<file path="src/rtl/instr_fetch_unit.sv">
// instr_fetch_unit: multi-cycle fetch sequencer that reads instruction memory at the PC
// and strobes pc_update with PC+4; faults on a misaligned PC or a memory timeout.
module instr_fetch_unit #(
    parameter int BUS_WIDTH = 32,
    parameter int TIMEOUT   = 16
) (
    input  logic                 clk,
    input  logic                 rst,
    input  logic                 fetch_start,
    input  logic [BUS_WIDTH-1:0] curr_addr,
    output logic                 mem_req,
    output logic [BUS_WIDTH-1:0] mem_addr,
    input  logic [BUS_WIDTH-1:0] mem_rdata,
    input  logic                 mem_ready,
    output logic                 pc_update,
    output logic [BUS_WIDTH-1:0] next_addr,
    output logic [BUS_WIDTH-1:0] instr,
    output logic                 instr_valid,
    output logic                 busy,
    output logic                 fault
);
    typedef enum logic [1:0] {IDLE, REQ, UPD, ERR} state_t;
    localparam logic [7:0] LAST = 8'(TIMEOUT - 1);
    localparam logic [BUS_WIDTH-1:0] NOP = BUS_WIDTH'(32'h00000013);

    state_t state_q, state_d;
    logic [7:0] cnt_q, cnt_d;
    logic [BUS_WIDTH-1:0] addr_q, addr_d, next_q, next_d, instr_q, instr_d;
    logic req_q, req_d, upd_q, upd_d, valid_q, valid_d, busy_q, busy_d, fault_q, fault_d;
    logic accept, done;

    always_ff @(posedge clk) begin
        if (rst) begin
            state_q <= IDLE;
            cnt_q   <= '0;
            addr_q  <= '0;
            next_q  <= '0;
            instr_q <= NOP;
            req_q   <= 1'b0;
            upd_q   <= 1'b0;
            valid_q <= 1'b0;
            busy_q  <= 1'b0;
            fault_q <= 1'b0;
        end else begin
            state_q <= state_d;
            cnt_q   <= cnt_d;
            addr_q  <= addr_d;
            next_q  <= next_d;
            instr_q <= instr_d;
            req_q   <= req_d;
            upd_q   <= upd_d;
            valid_q <= valid_d;
            busy_q  <= busy_d;
            fault_q <= fault_d;
        end
    end

    always_comb begin
        state_d = state_q;
        case (state_q)
            IDLE:    if (fetch_start) state_d = (curr_addr[1:0] == 2'b00) ? REQ : ERR;
            REQ:     state_d = mem_ready ? UPD : (cnt_q == LAST) ? ERR : REQ;
            UPD:     state_d = IDLE;
            default: state_d = ERR;
        endcase
    end

    // Outputs are registered, so they are derived from the state being entered.
    always_comb begin
        accept  = (state_q == IDLE) && (state_d == REQ);
        done    = (state_q == REQ) && mem_ready;
        cnt_d   = (state_q == REQ) ? cnt_q + 8'd1 : 8'd0;
        addr_d  = accept ? curr_addr : addr_q;
        next_d  = done ? addr_q + BUS_WIDTH'(4) : next_q;
        instr_d = done ? mem_rdata : instr_q;
        valid_d = accept ? 1'b0 : (state_d == UPD) ? 1'b1 : valid_q;
        req_d   = (state_d == REQ);
        upd_d   = (state_d == UPD);
        busy_d  = (state_d == REQ) || (state_d == UPD);
        fault_d = (state_d == ERR);
    end

    assign mem_req     = req_q;
    assign mem_addr    = addr_q;
    assign pc_update   = upd_q;
    assign next_addr   = next_q;
    assign instr       = instr_q;
    assign instr_valid = valid_q;
    assign busy        = busy_q;
    assign fault       = fault_q;
endmodule

</file>
<file path="config.mk">
export PLATFORM = sky130hd
export DESIGN_NAME = instr_fetch_unit
export DESIGN_NICKNAME = d
export VERILOG_FILES = /design/src/rtl/instr_fetch_unit.sv
export SDC_FILE = /design/constraint.sdc
export NUM_CORES = 1
export LEC_CHECK = 0
export BUFFER_PORTS_ARGS = -buffer_cell sky130_fd_sc_hd__buf_2
export CAP_MARGIN = 20
export CORE_MARGIN = 3
export CORE_UTILIZATION = 47
export CTS_CLUSTER_DIAMETER = 30
export DETAILED_ROUTE_END_ITERATION = 10
export GPL_TIMING_DRIVEN = 1
export HOLD_SLACK_MARGIN = 0.08
export PLACE_DENSITY = 0.85
export SKIP_CTS_REPAIR_TIMING = 1
export SYNTH_ARGS = -nofsm -noshare
export SYNTH_HDL_FRONTEND = slang
export SYNTH_SLANG_ARGS = --single-unit
</file>
<file path="constraint.sdc">
create_clock -name clk -period 3.3 [get_ports clk]
set_clock_uncertainty 0.15 [all_clocks]
set_input_delay 0.165 -clock clk [delete_from_list [all_inputs] [get_ports clk]]
set_output_delay 0.165 -clock clk [all_outputs]
set_load 0.01 [all_outputs]
</file>
* Word-level counts from Yosys, hierarchy flattened
Index checks and enable logic that the tools add are counted.
** Storage, ports and cells
- Register bits after elaboration :: 111
- Input bits :: 68
- Output and inout bits :: 101
- Logic and storage cells :: 31
** Operators by class
- Add/subtract/negate cells :: 2
- Eq/ne operators :: 6
- Mux-type cells :: 5
- Bitwise gates (word level) :: 1
- Reduce and logical (&&, ||, !) cells :: 7
** Operators by type and width (number)
- 32-bit by 3-bit adder with 32-bit output, second input constant :: 1
- 8-bit by 1-bit adder with 8-bit output, second input constant :: 1
- 8-bit by 4-bit equality test with 1-bit output, second input constant :: 1
- 2-bit two-way mux :: 4
- 2-bit equality test, second input constant :: 3
- 2-bit case mux with 3 select lines :: 1
- 2-bit by 1-bit equality test with 1-bit output, second input constant :: 2
- 2-bit logical NOT :: 2
- 2-bit OR reduction :: 2
- 1-bit logical AND :: 2
- 1-bit logical OR :: 1
- 1-bit inverter :: 1

* Logic depth before layout (Yosys ltp)
Gate-level depths: netlist (run 1).
- Depth after elaboration :: 7
- Depth in mapped cells :: 11
- Gate-level depth less buffers :: 8

* Worst setup path before layout (run 1)
Ideal clock, no wire load.
- Path type :: register to register
- From :: register state_q[1]
- To :: register addr_q[0] (netlist: mem_addr[0])
- Setup time :: 0.070 ns
- Data arrival time :: 2.200 ns
- Data required time :: 3.080 ns
- Slack :: 0.880 ns
- Cell stages (with the launch flop) :: 12
- Path buffers :: 4
- Clock period less this slack :: 2.420 ns
- Cell sequence :: dfxtp_1 > nand3b_1 > clkbuf_1 > clkbuf_1 > o21ai_0 > inv_1 > ha_1 > and2_1 > clkbuf_1 > clkbuf_1 > nand2_1 > a21oi_1
** Between the ends
- Word-level cells in the longest chain between the ends :: 4
- Elaborated cells between the ends (all ways) :: 7
- Classes of those cells :: 3 x eq/ne; 2 x mux; 2 x reduce/logical
** RTL lines
- start, declared :: line 26 : state_t state_q, state_d;
- start signal, assigned :: line 45 : state_q <= state_d;
- 2-bit equality test (tied with other cells) :: line 60 : case (state_q)
- 2-bit case mux with 3 select lines (*) :: line 60
- net state_d[0] :: line 26
- 2-bit by 1-bit equality test with 1-bit output (*)
- net req_d :: line 29 : logic req_q, req_d, upd_q, upd_d, valid_q, valid_d, busy_q, busy_d, fault_q, fault_d;
- 1-bit logical AND (*) :: line 70 : accept = (state_q == IDLE) && (state_d == REQ);
- end signal, assigned :: line 47 : addr_q <= addr_d;
- end, declared :: line 28 : logic [BUS_WIDTH-1:0] addr_q, addr_d, next_q, next_d, instr_q, instr_d;
Mark *: on every way through the listed nets, which the timed path passes. The rest lies on a longest branch.
A chain may end at the register's enable or synchronous reset.

* Final worst setup path (run 1)
- From :: register cnt_q[0]
- To :: register addr_q[28] (netlist: mem_addr[28])
** Between the ends
- Word-level cells in the longest chain between the ends :: 6
** RTL lines
- start, declared :: line 27 : logic [7:0] cnt_q, cnt_d;
- start signal, assigned :: line 46 : cnt_q <= cnt_d;
- 8-bit by 4-bit equality test with 1-bit output :: line 62 : REQ: state_d = mem_ready ? UPD : (cnt_q == LAST) ? ERR : REQ;
- 2-bit two-way mux (2 in a row) :: line 62
- 2-bit case mux with 3 select lines :: line 60
- 2-bit by 1-bit equality test with 1-bit output
- net req_d :: line 29
- 1-bit logical AND :: line 70
The timed path passes the listed nets, and every way through them passes these cells.

==> results.ini, run 1 <==
[outcome]
status = complete, no violations

[final_layout]
nFillCells = 766
multi_input_area_um2 = 2180
finalNetCount = 856
stdcell_count = 917
fin_util = 0.673
n_antenna_cell = 0
area_delta_synth_final_pct = 36.7
drive_above_1_share = 0.251
regArea_um2 = 2220

[drt]
drtPass1Iterations = 6
wire_per_inst_um = 15.3
vias = 4866
avgViaCountPerCell = 5.31
drt-initial-drc-count = 385
drc = 0
postRouteAntennaNets = 0
wl_um = 14000

[clock_tree]
root_buffer = clkbuf_8
cts-buffers-inserted = 9
clk_pin_slew_ns = 0.10
cts_tree = built
cts.path.max_buffers = 2
htreeDepth = 3
clkLatencyLatePin_ns = 0.37
cts.sinks = 111

[timing]
setup_tns_ns = 0
finalCritPeriodShare = 0.786
hold_viol = 0
maxSlewHeadroom = 0.398
slew_violations = 0
setup_violations = 0
fmax_mhz = 386
hold_ws_ns = 0.166
rsz0062_at_grt = no
setup_slack_ns = 0.707
tightest_slew_ns = 0.904
min_period_ns = 2.59

[synthesis]
yosysSeqAreaShare = 0.482
synthArstFlopShare = 0
ys_ff_latch = 111
synth_ff_type = dfxtp_1
syn_nets = 647
yosys_warnings = 0
syn_area_per_cell_um2 = 8.04
syn_area_um2 = 4610
ys_types = 43
synth-edff-count = 0
syn_inst = 574

[placed_design]
post-place-ws_ns = 0.747
place_congestion = 0.857
dp_cells = 836
placement.io_buffers = 168
dp_hpwl_um = 8740

[worst_setup_path]
crit_start = cnt_q[0]
end_kind = register
r2r.worst_path.cells = 9
regToRegStartpoint = cnt_q[0]
startpoint_type = register
timing.rr.end = mem_addr[28]
crit_required_ns = 3.43
crit_arrival_ns = 2.72
critPathMaxFanout = 29
reg2reg_setup_slack_ns = 0.71
endpoint = mem_addr[28]
crit_type = register to register

[worst_hold_path]
hold_path.class = input port to register

[pwr]
power_frac_clock = 0.280
powerDensity_nw_per_um2 = 433
intPower_uw = 1940
leakage_uw = 0.00261
p_sw_uw = 798
power_frac_seq = 0.550
comb_power_share = 0.171
swShare = 0.292
peakVddDrop_mv = 0.252

[die]
die_area_um2 = 11000
fp.dieH_um = 105
start_util = 0.492
num_rows = 35
ios = 169
die_width_um = 105
core-area_um2 = 9370

[flow_run]
cap_violations = 0

[global_routing]
antenna_found_initial = 0
grt_max_degree = 73
grtUsageTotal = 0.217
grt_overflow = 0
grt_pass1_vias = 4172
grt_pass1_wl_um = 19800

[area by class of cell]
type,instances,area share
timing repair buffer,239,0.244
clock buffer,11,0.0224
multi-input combinational,417,0.346
tap,129,0.0256
clock inverter,5,0.00675
inverter,5,0.00298
sequential,111,0.352
[layout by cell type (no fill, tap or decap), types with 6 or more instances in the layout]
cell type,netlist,routed
or3_1,7,7
nand4_1,9,9
nor2_1,41,41
nor4_1,18,18
xnor2_1,7,7
a21oi_1,67,67
dlygate4sd3_1,0,65
buf_4,0,7
nand3b_1,6,6
a311oi_1,9,9
a211oi_1,15,15
o21ai_0,10,10
nor3_1,9,9
nand2_1,152,152
buf_2,1,167
clkbuf_8,1,10
xor2_1,7,7
nand3_1,14,14
dfxtp_1,111,111
[metal layers]
| layer | GRT usage | wire (um) | vias to the layer above |
|---|---|---|---|
| met3 | 0.0414 | 980 | 45 |
| met2 | 0.363 | 6790 | 219 |
| met4 | 0.0947 | 420 | 0 |
| met5 | 0 | 0 | - |
| li1 | - | - | 2396 |
| met1 | 0.273 | 5830 | 2206 |
[power by group through the flow]
stage / Combinational [uW] / Clock [uW] / Sequential (uW)
2_1_floorplan: 202 / 0 / 1550
3_3_place_gp: 387 / 0 / 1520
3_5_place_dp: 398 / 0 / 1530
4_1_cts: 400 / 784 / 1500
5_1_grt: 513 / 831 / 1510
6_report: 466 / 764 / 1500
[per-stage QoR]
| step | total power, uW | area [um^2] |
|---|---|---|
| detailed placement | 1930 | 5470 |
| floorplan | 1750 | 4610 |
| global route | 2860 | 6310 |
| finish | 2730 | 6310 |
| CTS | 2680 | 5660 |
| global placement | 1910 | 5470 |
[Yosys cell counts, types with 2 or more instances]
library cell	n	share of area
nand2_1	152	0.12
dfxtp_1	111	0.48
a21oi_1	67	0.073
nor2_1	41	0.033
clkbuf_1	32	0.026
nor4_1	18	0.024
a211oi_1	15	0.024
nand3_1	14	0.015
o21ai_0	10	0.011
a311oi_1	9	0.017
nand4_1	9	0.012
nor3_1	9	0.0098
or3_1	7	0.0095
xnor2_1	7	0.013
xor2_1	7	0.013
nand3b_1	6	0.0098
and4_1	5	0.0095
ha_1	5	0.014
inv_1	5	0.0041
or4_1	5	0.0081
nor2b_1	4	0.0054
and2_1	3	0.0041
and3_1	3	0.0041
buf_1	3	0.0024
buf_6	3	0.0073
o31ai_1	3	0.0049
a31oi_1	2	0.0027
o21bai_1	2	0.0033
or2_2	2	0.0027
or3_2	2	0.0033
[critical path, stage by stage, from the launching register on]
cell and delay, ns:
dfxtp_1 0.34, ha_1 0.22, nand3_1 0.16, nor2_1 0.07, o32ai_1 0.38, ha_1 0.27, and2_1 0.23, buf_4 0.35
nand2_1 0.13, a21oi_1 0.20
[sequential cells by signal (all words and copies together) (netlist names)]
signal,flops
instr,32
mem_addr,32
next_addr,32
cnt_q,8
state_q,2
busy,1
fault,1
instr_valid,1
mem_req,1
pc_update,1
[worst min-delay path by stage]
stage / slack [ns] / endpoint / from / cells after the start
after detailed placement: 0.23 / instr[1] / mem_rdata[1] / 3
after global placement: 0.23 / instr[0] / mem_rdata[0] / 3
after CTS: -0.15 / instr[1] / mem_rdata[1] / 3
after floorplan: 0.14 / instr[0] / mem_rdata[0] / 2
final: 0.17 / busy / rst / 2
after global routing: 0.19 / pc_update / rst / 2
[cells by family (layout without fill, tap and decap cells)]
| logic type | Yosys count | after routing | share of synthesized area |
|---|---|---|---|
| buffers and inverters | 46 | 260 | 0.0458 |
| xor gates and xnor gates | 14 | 14 | 0.0266 |
| adders and majority gates | 5 | 5 | 0.0136 |
| DFF | 111 | 111 | 0.482 |
| AOI/OAI and AO/OA | 112 | 112 | 0.143 |
| and+or+nand+nor | 286 | 286 | 0.289 |
Note: power is estimated with default switching activity, not from simulation.
==> inputs of run 2 (changes only) <==
Settings changed: ABC_AREA set to 1, PLACE_DENSITY 0.85 to 0.84.
Clock period 3.3 ns to 2.67 ns, I/O delays scaled along.
==> run 2 against run 1 <==
Core utilization is 0.40 points lower. First-iteration DRC count is 29% higher. Global-route usage is 0.44 points higher. Area after synthesis is 4.9% higher. Combinational power is 51% higher. Sequential power is 27% higher. Final area is 5.1% higher. Critical path depth is 4 higher. Non-clock buffer count is 3 higher. Wire length is 5.4% higher. Critical endpoint is now mem_addr[25]. Highest routed layer unchanged. Clock-buffer cell count is 2 lower.
==> results.ini, run 2 <==
[outcome]
status = complete, no violations

[timing]
fmax_mhz = 400  ; +3.8%
maxSlewHeadroom = 0.637  ; +0.239
finalCritPeriodShare = 0.936  ; +0.150
hold_ws_ns = 0.0521  ; -0.113 ns
tightest_slew_ns = 0.545  ; -0.359 ns
slew_violations = 0  ; unchanged
setup_violations = 0  ; unchanged
min_period_ns = 2.50  ; -0.0938 ns
hold_viol = 0  ; unchanged

[clock_tree]
cts-buffers-inserted = 9  ; unchanged
cts.sinks = 111  ; unchanged
root_buffer = clkbuf_8
clk_pin_slew_ns = 0.12  ; +0.02 ns
cts_tree = built
htreeDepth = 3  ; unchanged
clkLatencyLatePin_ns = 0.37  ; about the same
cts.path.max_buffers = 2  ; unchanged

[die]
die_width_um = 107  ; +2.3%
fp.dieH_um = 107  ; +2.3%
die_area_um2 = 11600  ; +4.6%
core-area_um2 = 9910  ; +5.7%
ios = 169  ; unchanged
start_util = 0.489  ; -0.00375
num_rows = 36  ; +2.9%

[synthesis]
yosys.area.top_type = dfxtp_1
synth_compound_area_frac = 0.158  ; +0.0150
synthArstFlopShare = 0  ; unchanged
syn_area_um2 = 4840  ; +4.9%
synthSimpleGateAreaFrac = 0.274  ; -0.0152
synthAdderAreaFrac = 0.0129  ; -0.000638
synthMuxAreaShare = 0  ; unchanged
netlist_top_cells_area = dfxtp_1 (46%), nand2_1 (13%), a21oi_1 (7.1%)
synth_top_family_by_area = simple AND/OR/NAND/NOR gates
ys_ff_latch = 111  ; unchanged
synthXorXnorAreaFrac = 0.0109  ; -0.0157
synth_ff_type = dfxtp_1
synth_top_area_frac = 0.459  ; -0.0227
synth_common_cells = nand2_1 (164), dfxtp_1 (111), a21oi_1 (69), inv_1 (67), nor2_1 (67)
yosysMostFrequentCell = nand2_1
syn_nets = 744  ; +15%
yosysSeqAreaShare = 0.459  ; -0.0227
syn_area_per_cell_um2 = 7.21  ; -10%
yosys_warnings = 0  ; unchanged
syn_inst = 671  ; +17%
synth-edff-count = 0  ; unchanged
ys_types = 31  ; -28%

[global_routing]
grt_pass1_vias = 4313  ; +3.4%
grt_pass1_wl_um = 20700  ; +4.1%
antenna_found_initial = 1  ; +1
grt_max_degree = 54  ; -26%
grt_overflow = 0  ; unchanged
grtUsageTotal = 0.222  ; +0.00444

[worst_setup_path]
crit_type = register to register
cp_cell_sequence = ha_1 > nand3_1 > nor2_1 > inv_1 > o21ai_0 > nand3_1 > ha_1 > inv_1 > nor3_4 > inv_2 > buf_4 > o21ai_0 > a21oi_1
crit_arrival_ns = 2.61  ; -0.11 ns
startpoint_type = register
end_kind = register
slowest_stage = nor3_4
slowest_delay_ns = 0.42  ; +0.04 ns
crit_required_ns = 2.79  ; -0.64 ns
regToRegStartpoint = cnt_q[0]
critical_path_buf_inv_count = 4  ; +3
crit_start = cnt_q[0]
cp_top_family = simple AND/OR/NAND/NOR gates
critPathMaxFanout = 32  ; +10%

[final_layout]
drive_above_1_share = 0.245  ; -0.00655
finalNetCount = 967  ; +13%
multi_input_area_um2 = 2210  ; +1.5%
final_cell_mix = buf_2 (168), nand2_1 (164), dfxtp_1 (111), a21oi_1 (69)
fin_util = 0.669  ; -0.00396
nFillCells = 840  ; +9.7%
area_delta_synth_final_pct = 36.9
regArea_um2 = 2220  ; unchanged
final_common_cell = buf_2

[pwr]
peakVddDrop_mv = 0.410  ; +63%
leakage_uw = 0.00307  ; +18%
powerDensity_nw_per_um2 = 545  ; +26%

[drt]
drt-initial-drc-count = 495  ; +29%
wire_per_inst_um = 14.3  ; -6.4%
drtPass1Iterations = 6  ; unchanged
drc = 0  ; unchanged
vias = 5190  ; +6.7%
wl_um = 14800  ; +5.4%
postRouteAntennaNets = 0  ; unchanged
avgViaCountPerCell = 5.02  ; -5.3%

[worst_hold_path]
min_from = fetch_start
hold_path.class = input port to register

[placed_design]
place_congestion = 0.929  ; +8.4%
dp_hpwl_um = 9790  ; +12%
placement.io_buffers = 168  ; unchanged

[flow_run]
cap_violations = 0  ; unchanged

-- run 2: layout make-up --
class                   count  share of cell area
diodes                      1            0.000378
multi-input cells         459               0.334
inverters                  71              0.0402
clock inverters             7              0.0109
repair buffers            242               0.236
flip-flops and latches    111               0.335
clock buffers               9              0.0187
well taps                 133              0.0251
-- run 2: report_power, final --
| group | leakage [uW] | total, uW | switching (uW) | internal [uW] |
|---|---|---|---|---|
| Clock | 0.000102 | 998 | 627 | 371 |
| Combinational | 0.00206 | 702 | 396 | 306 |
| Sequential | 0.000906 | 1910 | 127 | 1780 |
-- run 2: stage by stage --
step	instance area [um^2]	worst slack (ns)	TNS (ns)	power (uW)	instances
3_3_place_gp	5760	0.220	0	2540	950
5_1_grt	6630	-0.0195	-0.0195	3770	1033
3_5_place_dp	5760	0.0810	0	2550	950
2_1_floorplan	4840	0.635	0	2280	671
6_report	6630	0.171	0	3610	1033
4_1_cts	5960	0.0669	0	3530	966
-- run 2: worst min-delay path, stage by stage --
cell and delay (ns):
buf_2 0.09, inv_1 0.04, o21ai_0 0.09, nand3_1 0.14, nor2_1 0.05
-- run 2: path summary, 6_finish.rpt --
kind              depth (start not counted)           end  slack, ns
setup / recovery                         13  mem_addr[25]       0.17
hold / removal                            5    state_q[1]       0.05
setup reg to reg                         13  mem_addr[25]       0.17
hold reg to reg                           1      cnt_q[0]       0.31
-- run 2: logic make-up (layout without fill, tap and decap cells) --
kind of cell,count (synthesis),after routing
other cells,0,1
xor+xnor,6,6
compound gates,143,143
fa+ha+maj,5,5
simple gates,305,305
buf+inv,101,329
flops,111,111
-- run 2: per-layer routing --
layer | vias up | part of all wire | global-route usage
met4 | 0 | 0.038 | 0.0884
met1 | 2337 | 0.41 | 0.298
met3 | 48 | 0.075 | 0.0456
met5 | - | 0 | 0
met2 | 221 | 0.48 | 0.349
li1 | 2584 | - | -
==> inputs of run 3 (changes only) <==
Settings changed: GPL_TIMING_DRIVEN 1 to not set.
Clock period 2.67 ns to 2.78 ns, I/O delays scaled along.
==> run 3 against run 2 <==
Sequential power fell by 4%. Critical path depth stayed put. Combinational power shrank 2%. Fmax fell by 3.7%. Power fell by 3.6%. Wire length down 2.6%. Final area is 0.68% higher. Critical path type unchanged. Highest routed layer unchanged.
==> results.ini, run 3 (synthesis results as in run 2) <==
[worst_hold_path]
min_from = fetch_start
holdPathEnd = state_q[0]
min_path_cells = 5  ; unchanged
hold_path.class = input port to register

[timing]
setup_tns_ns = 0  ; unchanged
min_period_ns = 2.59  ; +0.0953 ns
setup_slack_ns = 0.185  ; +0.0147 ns
finalCritPeriodShare = 0.933  ; -0.00274
fmax_mhz = 385  ; -3.7%
tightest_slew_ns = 0.460  ; -0.0847 ns
slew_violations = 0  ; unchanged
hold_viol = 0  ; unchanged
maxSlewHeadroom = 0.693  ; +0.0560
setup_violations = 0  ; unchanged
hold_ws_ns = 0.0675  ; +0.0154 ns

[clock_tree]
clk_pin_slew_ns = 0.12  ; about the same
cts.sinks = 111  ; unchanged
htreeDepth = 3  ; unchanged
cts_tree = built
clkLatencyLatePin_ns = 0.38  ; about the same
cts.path.max_buffers = 2  ; unchanged
root_buffer = clkbuf_8
cts-buffers-inserted = 9  ; unchanged

[worst_setup_path]
crit_arrival_ns = 2.74  ; +0.13 ns
crit_start = cnt_q[0]
startpoint_type = register
end_kind = register
cp_top_family = buffers and inverters
critical_path_buf_inv_count = 4  ; unchanged
slowest_stage = dfxtp_1
critPathMaxFanout = 32  ; unchanged
crit_cells = 13  ; unchanged
regToRegStartpoint = cnt_q[0]
crit_required_ns = 2.93  ; +0.14 ns
reg2reg_setup_slack_ns = 0.19  ; about the same
r2r.worst_path.cells = 13  ; unchanged
cp_cell_sequence = ha_1 > nand3_1 > nor2_1 > inv_1 > o21ai_0 > nand3_1 > ha_1 > inv_1 > nor3_4 > inv_2 > buf_12 > o21ai_0 > a21oi_1
crit_type = register to register
timing.rr.end = mem_addr[29]
slowest_delay_ns = 0.37  ; -0.05 ns

[global_routing]
grt_pass1_wl_um = 20200  ; -2.2%
grt_pass1_vias = 4217  ; -2.2%
antenna_found_initial = 0  ; -1
grt_max_degree = 42  ; -22%
grt_overflow = 0  ; unchanged
grtUsageTotal = 0.215  ; -0.00697

[pwr]
peakVddDrop_mv = 0.389  ; -5.1%
powerDensity_nw_per_um2 = 522  ; -4.2%
leakage_uw = 0.00310  ; +0.84%

[placed_design]
place_congestion = 0.928  ; about the same
dp_hpwl_um = 9640  ; -1.5%
place_area_um2 = 5780  ; +0.30%
placement.io_buffers = 168  ; unchanged
post-place-ws_ns = -0.0260  ; -0.107 ns

[final_layout]
multi_input_area_um2 = 2210  ; unchanged
fin_util = 0.673  ; +0.00455
regArea_um2 = 2220  ; unchanged
finalNetCount = 970  ; +0.31%
drive_above_1_share = 0.247  ; +0.00251
area_delta_synth_final_pct = 37.9
final_cell_mix = buf_2 (168), nand2_1 (164), dfxtp_1 (111), a21oi_1 (69)
final_common_cell = buf_2
n_antenna_cell = 0  ; -1
nFillCells = 832  ; -0.95%
final_area_um2 = 6670  ; +0.68%

[outcome]
status = complete, no violations

[drt]
drtPass1Iterations = 5  ; -1
postRouteAntennaNets = 0  ; unchanged
wl_um = 14400  ; -2.6%
avgViaCountPerCell = 4.97  ; -1.1%
vias = 5141  ; -0.94%
drc = 0  ; unchanged
drt-initial-drc-count = 502  ; +1.4%
wire_per_inst_um = 13.9  ; -2.8%

[die]
start_util = 0.489  ; unchanged
num_rows = 36  ; unchanged
die_width_um = 107  ; unchanged
ios = 169  ; unchanged
die_area_um2 = 11600  ; unchanged
core-area_um2 = 9910  ; unchanged
fp.dieH_um = 107  ; unchanged

[flow_run]
cap_violations = 0  ; unchanged

[run 3: cell count changes in the layout (fill, tap and decap cells not counted)]
cell	change
buf_12	+2
buf_4	+1
diode_2	-1
[run 3: how the worst max path moves through the flow]
stage,endpoint
after floorplan,mem_addr[14]
after global placement,mem_addr[2]
after detailed placement,mem_addr[28]
after CTS,mem_addr[19]
after global routing,mem_addr[29]
final,mem_addr[29]
[run 3: where the power goes]
part / internal, uW / switching, uW
combinational: 307 / 381
sequential: 1710 / 120
clock: 356 / 604
[run 3: per-stage QoR]
step           power [uW]  std cells
5_1_grt              3650       1035
4_1_cts              3390        965
3_3_place_gp         2440        949
3_5_place_dp         2450        949
6_report             3480       1035
2_1_floorplan        2190        671
[run 3: worst reg2reg max path, delay by kind of cell, from the launching register on]
| kind | cells | cell delay, ns |
|---|---|---|
| and+or+nand+nor | 4 | 0.41 |
| buffers and inverters | 4 | 0.68 |
| DFF | 1 | 0.37 |
| adders and majority gates | 2 | 0.41 |
| AOI/OAI and AO/OA | 3 | 0.49 |
[run 3: layout make-up]
cell class | count | area share
Multi-Input combinational cell | 459 | 0.332
Clock buffer | 9 | 0.0186
Timing Repair Buffer | 245 | 0.241
Inverter | 71 | 0.0399
Clock inverter | 7 | 0.0109
Sequential cell | 111 | 0.333
Tap cell | 133 | 0.0249
[run 3: metal layers]
metal / vias to the layer above / global-route usage / part of all wire
met5: - / 0 / 0
met4: 0 / 0.0712 / 0.031
met3: 40 / 0.0408 / 0.063
met2: 190 / 0.338 / 0.47
met1: 2321 / 0.297 / 0.43
li1: 2590 / - / -
